`src/rtl/ahbl_splitter_n.sv`:
```
// ahbl_splitter_n -- AHB-Lite one-master to NS-slave splitter with built-in
// default slave.
//
// Address decode uses HADDR[31:28]. Slave i owns page PAGES[4i+3:4i]. When
// pages overlap, the lowest matching index wins. A one-hot data-phase select
// register steers HREADY/HRDATA/HRESP back from the addressed slave.
//
// NONSEQ/SEQ transfers that hit no page go to an internal default slave. It
// gives the two-cycle AHB ERROR response and records each such access in
// ERR_CNT (saturating) and ERR_ADDR.
//
// Ports:
//   HCLK, HRESETn        clock, async active-low reset
//   HADDR, HTRANS        master address phase
//   HREADY, HRDATA, HRESP
//                        muxed data-phase response. HREADY also goes to every
//                        slave.
//   S_HSEL               per-slave select (combinational from HADDR)
//   S_HRDATA, S_HREADYOUT, S_HRESP
//                        per-slave responses; slave i data is in [32i+31:32i]
//   ERR_CNT, ERR_ADDR    unmapped-access count and the last unmapped address

// Per-slave page decoder; a chain of these gives the lowest-index priority.
module ahbl_splitter_n_dec #(
  parameter logic [3:0] PAGE = 4'h0
) (
  input  logic [3:0] pg,
  input  logic       hit_lo,   // some lower index already matched
  output logic       hsel,
  output logic       hit_hi    // this or any lower index matched
);
  logic match;
  assign match  = (pg == PAGE);
  assign hsel   = match & ~hit_lo;
  assign hit_hi = match | hit_lo;
endmodule

module ahbl_splitter_n #(
  parameter int          NS       = 4,
  parameter logic [31:0] PAGES    = 32'h0000_8420,
  parameter logic [31:0] ERR_DATA = 32'hBADD_BEEF
) (
  input  logic             HCLK,
  input  logic             HRESETn,
  input  logic [31:0]      HADDR,
  input  logic [1:0]       HTRANS,
  output logic             HREADY,
  output logic [31:0]      HRDATA,
  output logic             HRESP,
  output logic [NS-1:0]    S_HSEL,
  input  logic [32*NS-1:0] S_HRDATA,
  input  logic [NS-1:0]    S_HREADYOUT,
  input  logic [NS-1:0]    S_HRESP,
  output logic [7:0]       ERR_CNT,
  output logic [31:0]      ERR_ADDR
);

  typedef enum logic [1:0] {IDLE, ERR1, ERR2} st_t;

  st_t          state, state_nxt;
  logic [NS:0]  hit;
  logic [NS-1:0] sel_q;
  logic         err_acc;
  logic         fsm_rdy, fsm_rsp;
  logic         rdy_mux, rsp_mux;
  logic [31:0]  rd_mux;
  logic         unused_addr;

  // Only the page nibble and HTRANS[1] matter for decode.
  assign unused_addr = ^{HADDR[27:0], HTRANS[0]};

  // ---------------- address decode ----------------
  assign hit[0] = 1'b0;
  for (genvar i = 0; i < NS; i++) begin : g_dec
    ahbl_splitter_n_dec #(.PAGE(PAGES[4*i +: 4])) u_dec (
      .pg     (HADDR[31:28]),
      .hit_lo (hit[i]),
      .hsel   (S_HSEL[i]),
      .hit_hi (hit[i+1])
    );
  end

  // An unmapped NONSEQ/SEQ is accepted this cycle.
  assign err_acc = HREADY & HTRANS[1] & ~hit[NS];

  // ---------------- data-phase select ----------------
  always_ff @(posedge HCLK or negedge HRESETn) begin
    if (!HRESETn)    sel_q <= '0;
    else if (HREADY) sel_q <= HTRANS[1] ? S_HSEL : '0;
  end

  // ---------------- default-slave FSM ----------------
  always_ff @(posedge HCLK or negedge HRESETn) begin
    if (!HRESETn) state <= IDLE;
    else          state <= state_nxt;
  end

  always_comb begin
    state_nxt = state;
    case (state)
      IDLE:    if (err_acc) state_nxt = ERR1;
      ERR1:    state_nxt = ERR2;
      ERR2:    state_nxt = err_acc ? ERR1 : IDLE;
      default: state_nxt = IDLE;
    endcase
  end

  // These outputs depend only on the registered state. This keeps HREADY from
  // looping back into HREADY.
  always_comb begin
    fsm_rdy = (state != ERR1);
    fsm_rsp = (state != IDLE);
  end

  // ---------------- error log ----------------
  always_ff @(posedge HCLK or negedge HRESETn) begin
    if (!HRESETn) begin
      ERR_CNT  <= '0;
      ERR_ADDR <= '0;
    end else if (err_acc) begin
      ERR_ADDR <= HADDR;
      if (ERR_CNT != 8'hFF) ERR_CNT <= ERR_CNT + 8'd1;
    end
  end

  // ---------------- response mux ----------------
  // sel_q is one-hot or zero, so an AND-OR mux is enough.
  always_comb begin
    rd_mux  = '0;
    rdy_mux = 1'b0;
    rsp_mux = 1'b0;
    for (int i = 0; i < NS; i++) begin
      rd_mux  = rd_mux  | ({32{sel_q[i]}} & S_HRDATA[32*i +: 32]);
      rdy_mux = rdy_mux | (sel_q[i] & S_HREADYOUT[i]);
      rsp_mux = rsp_mux | (sel_q[i] & S_HRESP[i]);
    end
  end

  // A nonzero sel_q only exists while the FSM is in IDLE. An unmapped
  // acceptance always loads zero into sel_q.
  always_comb begin
    if (|sel_q) begin
      HREADY = rdy_mux;
      HRESP  = rsp_mux;
      HRDATA = rd_mux;
    end else begin
      HREADY = fsm_rdy;
      HRESP  = fsm_rsp;
      HRDATA = ERR_DATA;
    end
  end

endmodule

```
`config.mk`:
```
export PLATFORM = sky130hd
export DESIGN_NAME = ahbl_splitter_n
export DESIGN_NICKNAME = d
export VERILOG_FILES = /design/src/rtl/ahbl_splitter_n.sv
export SDC_FILE = /design/constraint.sdc
export NUM_CORES = 1
export LEC_CHECK = 0
export BUFFER_PORTS_ARGS = -buffer_cell sky130_fd_sc_hd__buf_2
export CAP_MARGIN = 20
export CORE_AREA = 2 2 96 98
export DETAILED_ROUTE_END_ITERATION = 10
export DIE_AREA = 0 0 98 100
export PLACE_DENSITY = 0.69
export SETUP_SLACK_MARGIN = 0.02
export SLEW_MARGIN = 20
export SYNTH_ARGS = -nofsm -noshare
export SYNTH_HDL_FRONTEND = slang
export SYNTH_SLANG_ARGS = --single-unit
```
`constraint.sdc`:
```
create_clock -name HCLK -period 6.6 [get_ports HCLK]
set_input_delay 0 -clock HCLK [delete_from_list [all_inputs] [get_ports HCLK]]
set_output_delay 0 -clock HCLK [all_outputs]
set_load 0.1 [all_outputs]
```
Word level (Yosys, flattened, before mapping). Cells that the tools add are included.

Add/subtract/negate cells: 1. Eq/ne operators: 8. Muxes and demuxes: 7. Reductions and logical operators: 5. Bitwise logic cells: 33.

Operators with widths (count): AND 32 bit (4); bitwise OR 32 bit (3); 2-to-1 mux 32 bit (1); AND 1 bit (13); bitwise OR 1 bit (9); adder 8 x 1 -> 8 bit, second input constant (1); inequality test 8 bit, second input constant (1); case mux 2 bit (3 select lines) (1); == test 4 x 2 -> 1 bit, second input constant (1); == test 4 x 3 -> 1 bit, second input constant (1); == test 4 bit, second input constant (1); zero test 4 bit (1); 2-to-1 mux 4 bit (1); inverter 1 bit (4); OR reduction 4 bit (1); 2-to-1 mux 1 bit (3); == test 2 x 1 -> 1 bit, second input constant (1); == test 2 bit, second input constant (1); zero test 2 bit (1); 2-to-1 mux 2 bit (1); inequality test 2 x 1 -> 1 bit, second input constant (1); inequality test 2 bit, second input constant (1); AND reduction 2 bit (1); nonzero test 2 bit (1).

Logic and storage cells: 58. Input port bits: 172. Register bits: 46.

Longest topological paths before layout. Gate-level depths: netlist (run 1).

Depth in word-level cells: 9. Mapped depth: 8. Depth with buffers taken out: 5.

Cells and area by module. From an unflattened synthesis (run 1), not the netlist that was laid out.

Cell total of the unflattened synthesis: 271. Area, all modules: 2912.8 um2.

Modules (own cells, without submodules): ahbl_splitter_n (instances 1, sequential area each 1151.1 um2, area an instance 2752.6 um2, cells each 256); ahbl_splitter_n_dec (g_dec[2].u_dec ...) (instances 2, sequential area each 0.0 um2, area an instance 42.5 um2, cells each 4); ahbl_splitter_n_dec (g_dec[1].u_dec) (instances 1, sequential area each 0.0 um2, area an instance 51.3 um2, cells each 4); ahbl_splitter_n_dec (g_dec[0].u_dec) (instances 1, sequential area each 0.0 um2, area an instance 23.8 um2, cells each 3).

Least setup slack after synthesis (run 1). No wires, ideal clock.

Path type: register -> output. From: register sel_q[2]. To: output port HRESP. Cell stages (with the launch flop): 5. Required time: 6.600 ns. Path slack: 3.920 ns. Arrival time: 2.680 ns. Path through: dfrtp_1 > buf_6 > or4_4 > buf_6 > a31oi_1.

Longest elaborated chain between the ends: 4.

Ends and longest elaborated chain: start: declaration (line 62) `logic [NS-1:0] sel_q;`; start signal: assignment (line 89) `else if (HREADY) sel_q <= HTRANS[1] ? S_HSEL : '0;`; AND 1 bit (line 135) `rsp_mux = rsp_mux | (sel_q[i] & S_HRESP[i]);`; bitwise OR 1 bit (2 in a row) (line 135); 2-to-1 mux 1 bit (*) (line 142) `if (|sel_q) begin`; end: declaration (line 49) `output logic HRESP,`.

Mark *: on every way between the ends. The rest lies on a longest branch, timed or not.

Worst setup path after layout (run 1).
From: register sel_q[2]. To: register ERR_ADDR[8].

Longest elaborated chain between the ends: 6.

Ends and longest elaborated chain: AND 1 bit (line 134) `rdy_mux = rdy_mux | (sel_q[i] & S_HREADYOUT[i]);`; bitwise OR 1 bit (2 in a row) (line 134); 2-to-1 mux 1 bit (*) (line 142); AND 1 bit (*) (2 in a row) (line 84) `assign err_acc = HREADY & HTRANS[1] & ~hit[NS];`; end signal: assignment (line 119) `ERR_ADDR <= '0;`; end signal: assignment (line 121) `ERR_ADDR <= HADDR;`; end: declaration (line 55) `output logic [31:0] ERR_ADDR`.

Marks and branches as above. A chain may end at the register's enable or synchronous reset.

==> results by group, run 1 <==
Outcome
  – Status: finished clean

Finish
  – Register Area: 1150 um2
  – Final std cells w/o fill: 637
  – Most common cell after layout, fill and taps aside: buf_2
  – Most frequent cells in the layout: 247 x buf_2, 68 x a22oi_1, 46 x dfrtp_1
  – Share of layout cells above drive strength 1: 56.5%
  – Ant. Diodes: 0
  – Area delta synth->final: 62.9%
  – Final nets: 698
  – Area of the multi-input gates: 1390 um2
  – Fillcell total: 804

Synth
  – Synth Instances: 260
  – Synthesized area: 2690 um2
  – Synth area leader: dfrtp_1
  – Syn_area_per_cell: 10.3 um2
  – Synth Warn #: 0
  – Post-synthesis sequential area ratio: 42.8%
  – Number of distinct library cells after synthesis: 33
  – Top cells by area, synth: dfrtp_1 43%, a22oi_1 19%, mux2_2 14%
  – Area share of the largest cell type after synthesis: 42.8%
  – Synth Register Bits: 46
  – Syn_nets: 433

Clock tree
  – CTS Buffer Depth: 2
  – Post-CTS Setup Bufs: 0
  – Clk sinks: 46
  – Root Driver: clkbuf_8
  – Number of gates resized after CTS: 0
  – CTS Buf Count: 5
  – TritonCTS clock tree: done
  – H-tree lvl count: 2
  – Clock slew at reported path FFs: 0.09 ns
  – Latest clock arrival within the worst-skew pair: 0.29 ns

Pwr
  – Clock power share: 10.2%
  – Max IR drop VDD: 342 uV
  – Pwr dens: 407 nW/um2
  – Net Sw Power: 1.12 mW
  – Logic pwr share: 66.2%
  – Flop pwr share: 23.5%
  – Sw Ratio: 62.7%
  – Design Power: 1.78 mW
  – LEAKAGE: 2.11 nW
  – Pint: 0.664 mW

Global routing
  – Largest net degree at the start of global routing: 47
  – Global-route usage over all layers: 19.4%
  – First-pass GRT wire length: 15,400 um
  – Initial antenna violation count: 0
  – Vias in the first global route: 3,187
  – GR Overflow Total: 0

Critical path
  – Reg-to-reg setup timing slack: 3.96 ns
  – Delay of the slowest critical-path stage: 0.73 ns
  – Buf/Inv on CP: 1
  – Worst Setup EP: ERR_ADDR[8]
  – Crit end category: register
  – R2r startpoint: sel_q[2]
  – CP arrival: 2.82 ns
  – CP Launch Type: register
  – Critical path class: register to register
  – R2R depth: 4
  – Crit path from: sel_q[2]
  – Crit path depth: 4
  – Highest-delay cell along the critical path: or4_4
  – Cell family with most CP delay: simple AND/OR/NAND/NOR gates
  – CP max FO: 29
  – CP required: 6.77 ns
  – Crit-path cells: or4_4 > o211ai_4 > buf_4 > mux2_2
  – FF-to-FF End: ERR_ADDR[8]

Timing
  – RSZ-0062 raised after global routing: false
  – Final Hold Violating Endpoints: 0
  – Max-slew violations: 0
  – Worst-margin pin slew: 0.639 ns
  – Fin crit period: 2.64 ns
  – Fmax: 378 MHz
  – Relative slew slack: 57.2%
  – Total negative slack: 0 ns
  – Period utilisation layout: 40.0%
  – Worst clock skew: 0.0104 ns
  – Final setup violation count: 0

Route
  – Via density: 5.00
  – DRT iter0 DRCs: 154
  – Routed WL: 10,200 um
  – First-pass iteration count of the detailed router: 5
  – Final ANT Viol Nets: 0
  – Final routed DRC violation total: 0
  – Routed wire length per instance: 16.0 um
  – Routed via count: 3,182

Min path
  – Hold depth: 2
  – Hold WC Path Type: primary input to register

Floorplanning
  – Rows: 35
  – Initial core utilization: 30.2%
  – Core footprint: 8890 um2
  – Width of the chip: 98 um
  – Io pins: 250
  – Die H: 100 um
  – Total die area: 9800 um2

Placed design
  – Placed insts: 597
  – I/O Buffers: 248
  – DP Wirelength: 7320 um
  – Final weighted congestion in routability-driven placement: 0.770

Flow run
  – Max cap viols: 0
worst min-delay path by stage:
stage | startpoint | to | slack (ns)
final | HADDR[29] | ERR_ADDR[29] | 0.02
after global routing | HADDR[30] | ERR_ADDR[30] | 0.02
after CTS | HADDR[30] | ERR_ADDR[30] | 0.003
after detailed placement | HRESETn | ERR_ADDR[14] | 0.22
after global placement | HRESETn | ERR_ADDR[10] | 0.20
after floorplan | HRESETn | ERR_ADDR[0] | -0.30
Yosys cell counts, drive strengths merged:
master / number
a22oi: 68
buf: 11
nand2: 18
or4: 1
or2: 1
mux2: 34
ha: 1
nor4: 1
xnor2: 1
nor4b: 3
clkbuf: 16
nor2: 2
nand3: 29
o21ai: 5
and3: 1
o21bai: 1
a211oi: 1
nor3: 6
xor2: 4
a31oi: 1
and2: 1
a21boi: 1
o211ai: 1
dfrtp: 46
inv: 2
nor3b: 2
nand2b: 2
layer usage:
metal	global-route usage [%]	vias to the layer above	part of all wire [%]
li1	-	1514	-
met1	21.6	1484	37
met2	36.2	180	53
met3	5.78	4	10
met4	4.70	0	0.66
met5	0	-	0
registers in the layout, summed over array words and instances, names as in the netlist:
register / cells
ERR_ADDR: 32
ERR_CNT: 8
sel_q: 4
state: 2
timing repair:
action / CTS / global route
setup endpoints to repair: 0 / 0
hold buffers: 32 / 0
hold endpoints to repair: 79 / 0
layout make-up:
cell class / instances / share of cell area [%]
inverter: 2 / 0.171
clock buffer: 7 / 1.97
timing repair buffer: 285 / 36.6
sequential: 46 / 26.3
tap: 111 / 3.17
multi-input combinational: 185 / 31.6
clock inverter: 1 / 0.200
cell families after synthesis:
group / synth area share (%)
buffers and inverters: 5.63
xor gates and xnor gates: 1.63
AOI/OAI and AO/OA: 21.8
adders and majority gates: 0.465
and+or+nand+nor: 13.4
DFF: 42.8
muxes: 14.2
worst reg2reg max path, stage by stage (launching register included):
cell and delay (ns):
dfrtp_1 0.38, or4_4 0.73, o211ai_4 0.62, buf_4 0.41
mux2_2 0.38
per-stage QoR:
step           utilization [%]  hold WS, ns  instance area, um2  setup slack [ns]
3_3_place_gp              44.6        0.205                3960              3.98
3_5_place_dp              44.6        0.220                3960              3.96
5_1_grt                   49.3       0.0172                4380              3.82
6_report                  49.3       0.0197                4380              3.96
2_1_floorplan                -       -0.296                2690              3.92
4_1_cts                   49.2      0.00299                4380              3.94
power groups by stage:
| stage | combinational [mW] | sequential, mW | clock (mW) |
|---|---|---|---|
| after floorplan | 0.371 | 1.00 | 0 |
| after global placement | 1.16 | 0.417 | 0 |
| after detailed placement | 1.17 | 0.421 | 0 |
| after CTS | 1.18 | 0.417 | 0.188 |
| after global routing | 1.22 | 0.431 | 0.197 |
| final | 1.18 | 0.419 | 0.182 |
No activity file was read; power rests on OpenSTA's default activity.
==> run 2: changes to the inputs <==
Settings changed: CORE_AREA 2 2 96 98 to 2 2 98 100, DIE_AREA 0 0 98 100 to 0 0 100 102.
Clock period 6.6 ns to 2.3 ns, I/O delays scaled along.
==> results by group, run 2 (synthesized netlist as in run 1, its figures left out) <==
Critical path
  – R2r startpoint: sel_q[2]
  – CP Launch Type: register
  – FF-to-FF End: ERR_ADDR[0]
  – Highest-delay cell along the critical path: or4_4
  – CP required: 2.30 ns
  – CP max FO: 25
  – Critical path class: register to output port
  – Delay of the slowest critical-path stage: 0.59 ns
  – CP arrival: 2.12 ns
  – Crit end category: output port
  – R2R depth: 4
  – Cell family with most CP delay: buffers and inverters
  – Crit-path cells: or4_4 > buf_4 > a31oi_2 > buf_2
  – Buf/Inv on CP: 2
  – Reg-to-reg setup timing slack: 0.24 ns

Clock tree
  – CTS Buf Count: 5
  – H-tree lvl count: 2
  – Root Driver: clkbuf_8
  – Post-CTS Setup Bufs: 0
  – Clk sinks: 46
  – TritonCTS clock tree: done
  – Latest clock arrival within the worst-skew pair: 0.29 ns
  – CTS Buffer Depth: 2
  – Clock slew at reported path FFs: 0.08 ns

Floorplanning
  – Initial core utilization: 29.5%
  – Rows: 35
  – Die H: 102 um
  – Core footprint: 9110 um2
  – Io pins: 250
  – Total die area: 10,200 um2
  – Width of the chip: 100 um

Pwr
  – Pwr dens: 1110 nW/um2
  – Max IR drop VDD: 927 uV
  – Design Power: 5.31 mW
  – LEAKAGE: 2.31 nW

Route
  – Routed wire length per instance: 15.8 um
  – Via density: 5.03
  – DRT iter0 DRCs: 148
  – DR WL met2: 5360 um
  – Final routed DRC violation total: 0
  – Routed WL: 10,100 um
  – Routed via count: 3,219
  – First-pass iteration count of the detailed router: 4
  – Final ANT Viol Nets: 0
  – M1 wire length: 3820 um
  – DR top layer: met4
  – WL met3: 763 um

Timing
  – Max-slew violations: 0
  – Fin crit period: 2.12 ns
  – Worst clock skew: 0.0113 ns
  – Worst-margin pin slew: 0.572 ns
  – Final Hold Violating Endpoints: 0
  – Total negative slack: 0 ns
  – Period utilisation layout: 92.4%
  – RSZ-0062 raised after global routing: false
  – Fin worst setup slack: 0.175 ns
  – Relative slew slack: 61.9%
  – Final setup violation count: 0
  – Fmax: 471 MHz

Min path
  – Hold depth: 2
  – Hold Startpoint: HADDR[31]
  – Hold WC Path Type: primary input to register
  – Hold Path End: ERR_ADDR[31]

Outcome
  – Status: finished clean

Finish
  – Final std cells w/o fill: 640
  – Biggest regs: ERR_ADDR: 32 flops, ERR_CNT: 8 flops, sel_q: 4 flops
  – Most common cell after layout, fill and taps aside: buf_2
  – Most frequent cells in the layout: 222 x buf_2, 68 x a22oi_1, 41 x dfrtp_1
  – Largest Register: ERR_ADDR
  – Area delta synth->final: 78.3%
  – Share of layout cells above drive strength 1: 58.1%
  – Final nets: 699
  – Finished Core Util: 52.6%
  – Max FFs per register: 32

Global routing
  – Vias in the first global route: 3,073
  – Global-route usage over all layers: 18.3%
  – GR Overflow Total: 0
  – Largest net degree at the start of global routing: 47
  – First-pass GRT wire length: 15,100 um
  – Initial antenna violation count: 1

Flow run
  – Max cap viols: 0

Placed design
  – Worst slack at placement: 0.251 ns
  – I/O Buffers: 248
  – Final weighted congestion in routability-driven placement: 0.773
  – DP Wirelength: 7830 um
  – Placed insts: 600
## run 2: cell types whose count changed in the layout (fill, tap and decap cells not counted), sizes merged
cell         before  now
dlygate4sd3      32   30
inv               3    2
clkbuf            7    6
clkinv            0    2
diode             0    2
buf             253  256
## run 2: routing by layer
layer | vias up | GRT usage [%]
met3 | 17 | 3.69
met4 | 0 | 4.85
met1 | 1520 | 22.3
met5 | - | 0
met2 | 157 | 33.1
li1 | 1525 | -
## run 2: area by class of cell
class                      count  area, um2
multi-input combinational    185       1390
antenna                        2       5.00
clock buffer                   6       72.6
tap                          111        139
fill                         828       4320
clock inverter                 2       13.8
timing repair buffer         286       2000
inverter                       2       7.51
sequential                    46       1160
## run 2: power by group
| group | leakage (nW) | switching (mW) | total, mW | internal, mW |
|---|---|---|---|---|
| clock network | 0.0452 | 0.257 | 0.471 | 0.214 |
| logic | 1.71 | 2.80 | 3.63 | 0.824 |
| registers | 0.552 | 0.159 | 1.21 | 1.05 |
| total | 2.31 | 3.22 | 5.31 | 2.09 |
## run 2: timing repair
action / in CTS / in global routing
gates resized for setup: 0 / 0
hold endpoints to repair: 77 / 0
hold buffers: 30 / 0
## run 2: metrics by stage
step	area (um2)	hold WS, ns
6_report	4790	0.0365
5_1_grt	4790	0.0300
4_1_cts	4780	0.0185
3_5_place_dp	4400	0.234
3_3_place_gp	4400	0.213
2_1_floorplan	2700	-0.296
## run 2: worst max-delay path by stage
stage | endpoint | start | depth (start not counted) | slack [ns]
2_1_floorplan | ERR_CNT[7] | sel_q[2] | 8 | 0.13
4_1_cts | HRESP | sel_q[2] | 4 | 0.15
3_3_place_gp | ERR_ADDR[7] | sel_q[2] | 4 | 0.27
3_5_place_dp | ERR_ADDR[9] | sel_q[2] | 4 | 0.25
5_1_grt | HREADY | sel_q[2] | 4 | 0.09
6_report | HRESP | sel_q[2] | 4 | 0.18
==> run 3: changes to the inputs <==
Settings changed: REMOVE_ABC_BUFFERS set to 1.
==> results by group, run 3 (synthesized netlist as in run 1, its figures left out) <==
Floorplanning
  – Io pins: 250
  – Width of the chip: 100 um
  – Initial core utilization: 29.5%
  – Core footprint: 9110 um2
  – Die H: 102 um
  – Rows: 35
  – Total die area: 10,200 um2

Finish
  – Final Instance Area: 4810 um2
  – Most common cell after layout, fill and taps aside: buf_2
  – Biggest regs: ERR_ADDR: 32 flops, ERR_CNT: 8 flops, sel_q: 4 flops
  – Area delta synth->final: 79.0%
  – Most frequent cells in the layout: 221 x buf_2, 68 x a22oi_1, 46 x dfrtp_1
  – Max FFs per register: 32
  – Share of layout cells above drive strength 1: 57.0%
  – Final nets: 702
  – Largest Register: ERR_ADDR
  – Fillcell total: 836

Min path
  – Hold WC Path Type: primary input to register

Critical path
  – CP required: 2.47 ns
  – Crit end category: register
  – CP Launch Type: register
  – CP arrival: 2.32 ns
  – Critical path class: register to register
  – CP max FO: 12

Flow run
  – Max cap viols: 0

Global routing
  – Vias in the first global route: 3,240
  – Initial antenna violation count: 4
  – Global-route usage over all layers: 19.9%
  – GR Overflow Total: 0
  – Largest net degree at the start of global routing: 47
  – First-pass GRT wire length: 16,100 um

Route
  – DRT iter0 DRCs: 102
  – Final routed DRC violation total: 0
  – Final ANT Viol Nets: 0
  – Routed wire length per instance: 16.4 um
  – Routed WL: 10,600 um
  – First-pass iteration count of the detailed router: 4
  – Routed via count: 3,222
  – Via density: 5.01

Placed design
  – DP Wirelength: 8020 um
  – Final weighted congestion in routability-driven placement: 0.825
  – I/O Buffers: 248
  – Dpl cell area: 4400 um2

Timing
  – Fmax: 463 MHz
  – Final setup violation count: 0
  – Period utilisation layout: 93.8%
  – Min Hold Slack: 0.0284 ns
  – Final Hold Violating Endpoints: 0
  – RSZ-0062 raised after global routing: false
  – Worst-margin pin slew: 0.563 ns
  – Max-slew violations: 0
  – Fin crit period: 2.16 ns
  – Relative slew slack: 62.5%
  – Worst clock skew: 0.0124 ns

Pwr
  – Net Sw Power: 3.23 mW
  – Logic pwr share: 67.2%
  – Pint: 2.21 mW
  – LEAKAGE: 2.33 nW
  – Max IR drop VDD: 1440 uV
  – Pwr dens: 1130 nW/um2
  – Clock power share: 10.6%
  – Flop pwr share: 22.2%
  – Sw Ratio: 59.4%

Clock tree
  – CTS Buffer Depth: 2
  – Post-CTS Setup Bufs: 0
  – Latest clock arrival within the worst-skew pair: 0.29 ns
  – Root Driver: clkbuf_8
  – TritonCTS clock tree: done
  – Clock slew at reported path FFs: 0.07 ns
  – CTS Buf Count: 5
  – Hold buffer count at cts: 30
  – H-tree lvl count: 2
  – Clk sinks: 46
  – Number of gates resized after CTS: 0

Outcome
  – Status: finished clean
run 3: cell types whose count changed in the layout (fill, tap and decap cells not counted):
| cell | delta |
|---|---|
| clkbuf_1 | +1 |
| clkinv_4 | -1 |
| dfrtp_1 | +5 |
| dfrtp_2 | -5 |
| clkinv_2 | -1 |
| a31oi_1 | +1 |
| a31oi_2 | -1 |
| buf_4 | +5 |
| buf_2 | -1 |
| buf_12 | -1 |
| bufinv_16 | +1 |
run 3: area by class of cell:
class / count / area (um2) / share of cell area [%]
Multi-Input combinational cell: 185 / 1390 / 28.8
Sequential cell: 46 / 1150 / 23.9
Clock buffer: 7 / 76.3 / 1.59
Tap cell: 111 / 139 / 2.89
Inverter: 2 / 7.51 / 0.156
Antenna cell: 2 / 5.00 / 0.104
Timing Repair Buffer: 289 / 2020 / 41.9
Clock inverter: 1 / 30.0 / 0.624
run 3: critical path: stages (launching register included):
cell	delay, ns
dfrtp_1	0.38
or4_4	0.58
o211ai_4	0.46
buf_4	0.26
mux2_2	0.35
run 3: metrics by stage:
step                total power [mW]  util [%]  std cells  TNS, ns  worst slack (ns)
global placement                4.79      48.3        603        0             0.183
floorplan                       3.92         -        233   -26.37             -1.34
global route                    5.65      52.8        643        0            0.0625
detailed placement              4.84      48.3        603        0             0.150
finish                          5.44      52.8        643        0             0.142
CTS                             5.47      52.7        641        0             0.140
run 3: per-layer routing:
| metal | part of all wire, % | GRT usage [%] | vias to the layer above |
|---|---|---|---|
| li1 | - | - | 1527 |
| met1 | 37 | 22.7 | 1514 |
| met2 | 51 | 36.3 | 158 |
| met3 | 9.2 | 5.61 | 19 |
| met4 | 1.9 | 6.22 | 4 |
| met5 | 0.23 | 0 | - |
run 3: worst paths after layout:
kind	start	to	slack [ns]	cells after the start
max	sel_q[2]	ERR_ADDR[19]	0.14	4
min	HADDR[31]	ERR_ADDR[31]	0.03	2
max reg2reg	sel_q[2]	ERR_ADDR[19]	0.14	4
min reg2reg	state[0]	state[0]	0.49	1
max in group asynchronous	HRESETn	sel_q[2]	1.66	2
min in group asynchronous	HRESETn	ERR_ADDR[11]	0.24	2
run 3: power groups by stage:
stage	combinational, mW	sequential [mW]	clock [mW]
2_1_floorplan	1.02	2.90	0
3_3_place_gp	3.58	1.21	0
3_5_place_dp	3.62	1.21	0
4_1_cts	3.66	1.21	0.597
5_1_grt	3.77	1.25	0.631
6_report	3.65	1.21	0.578
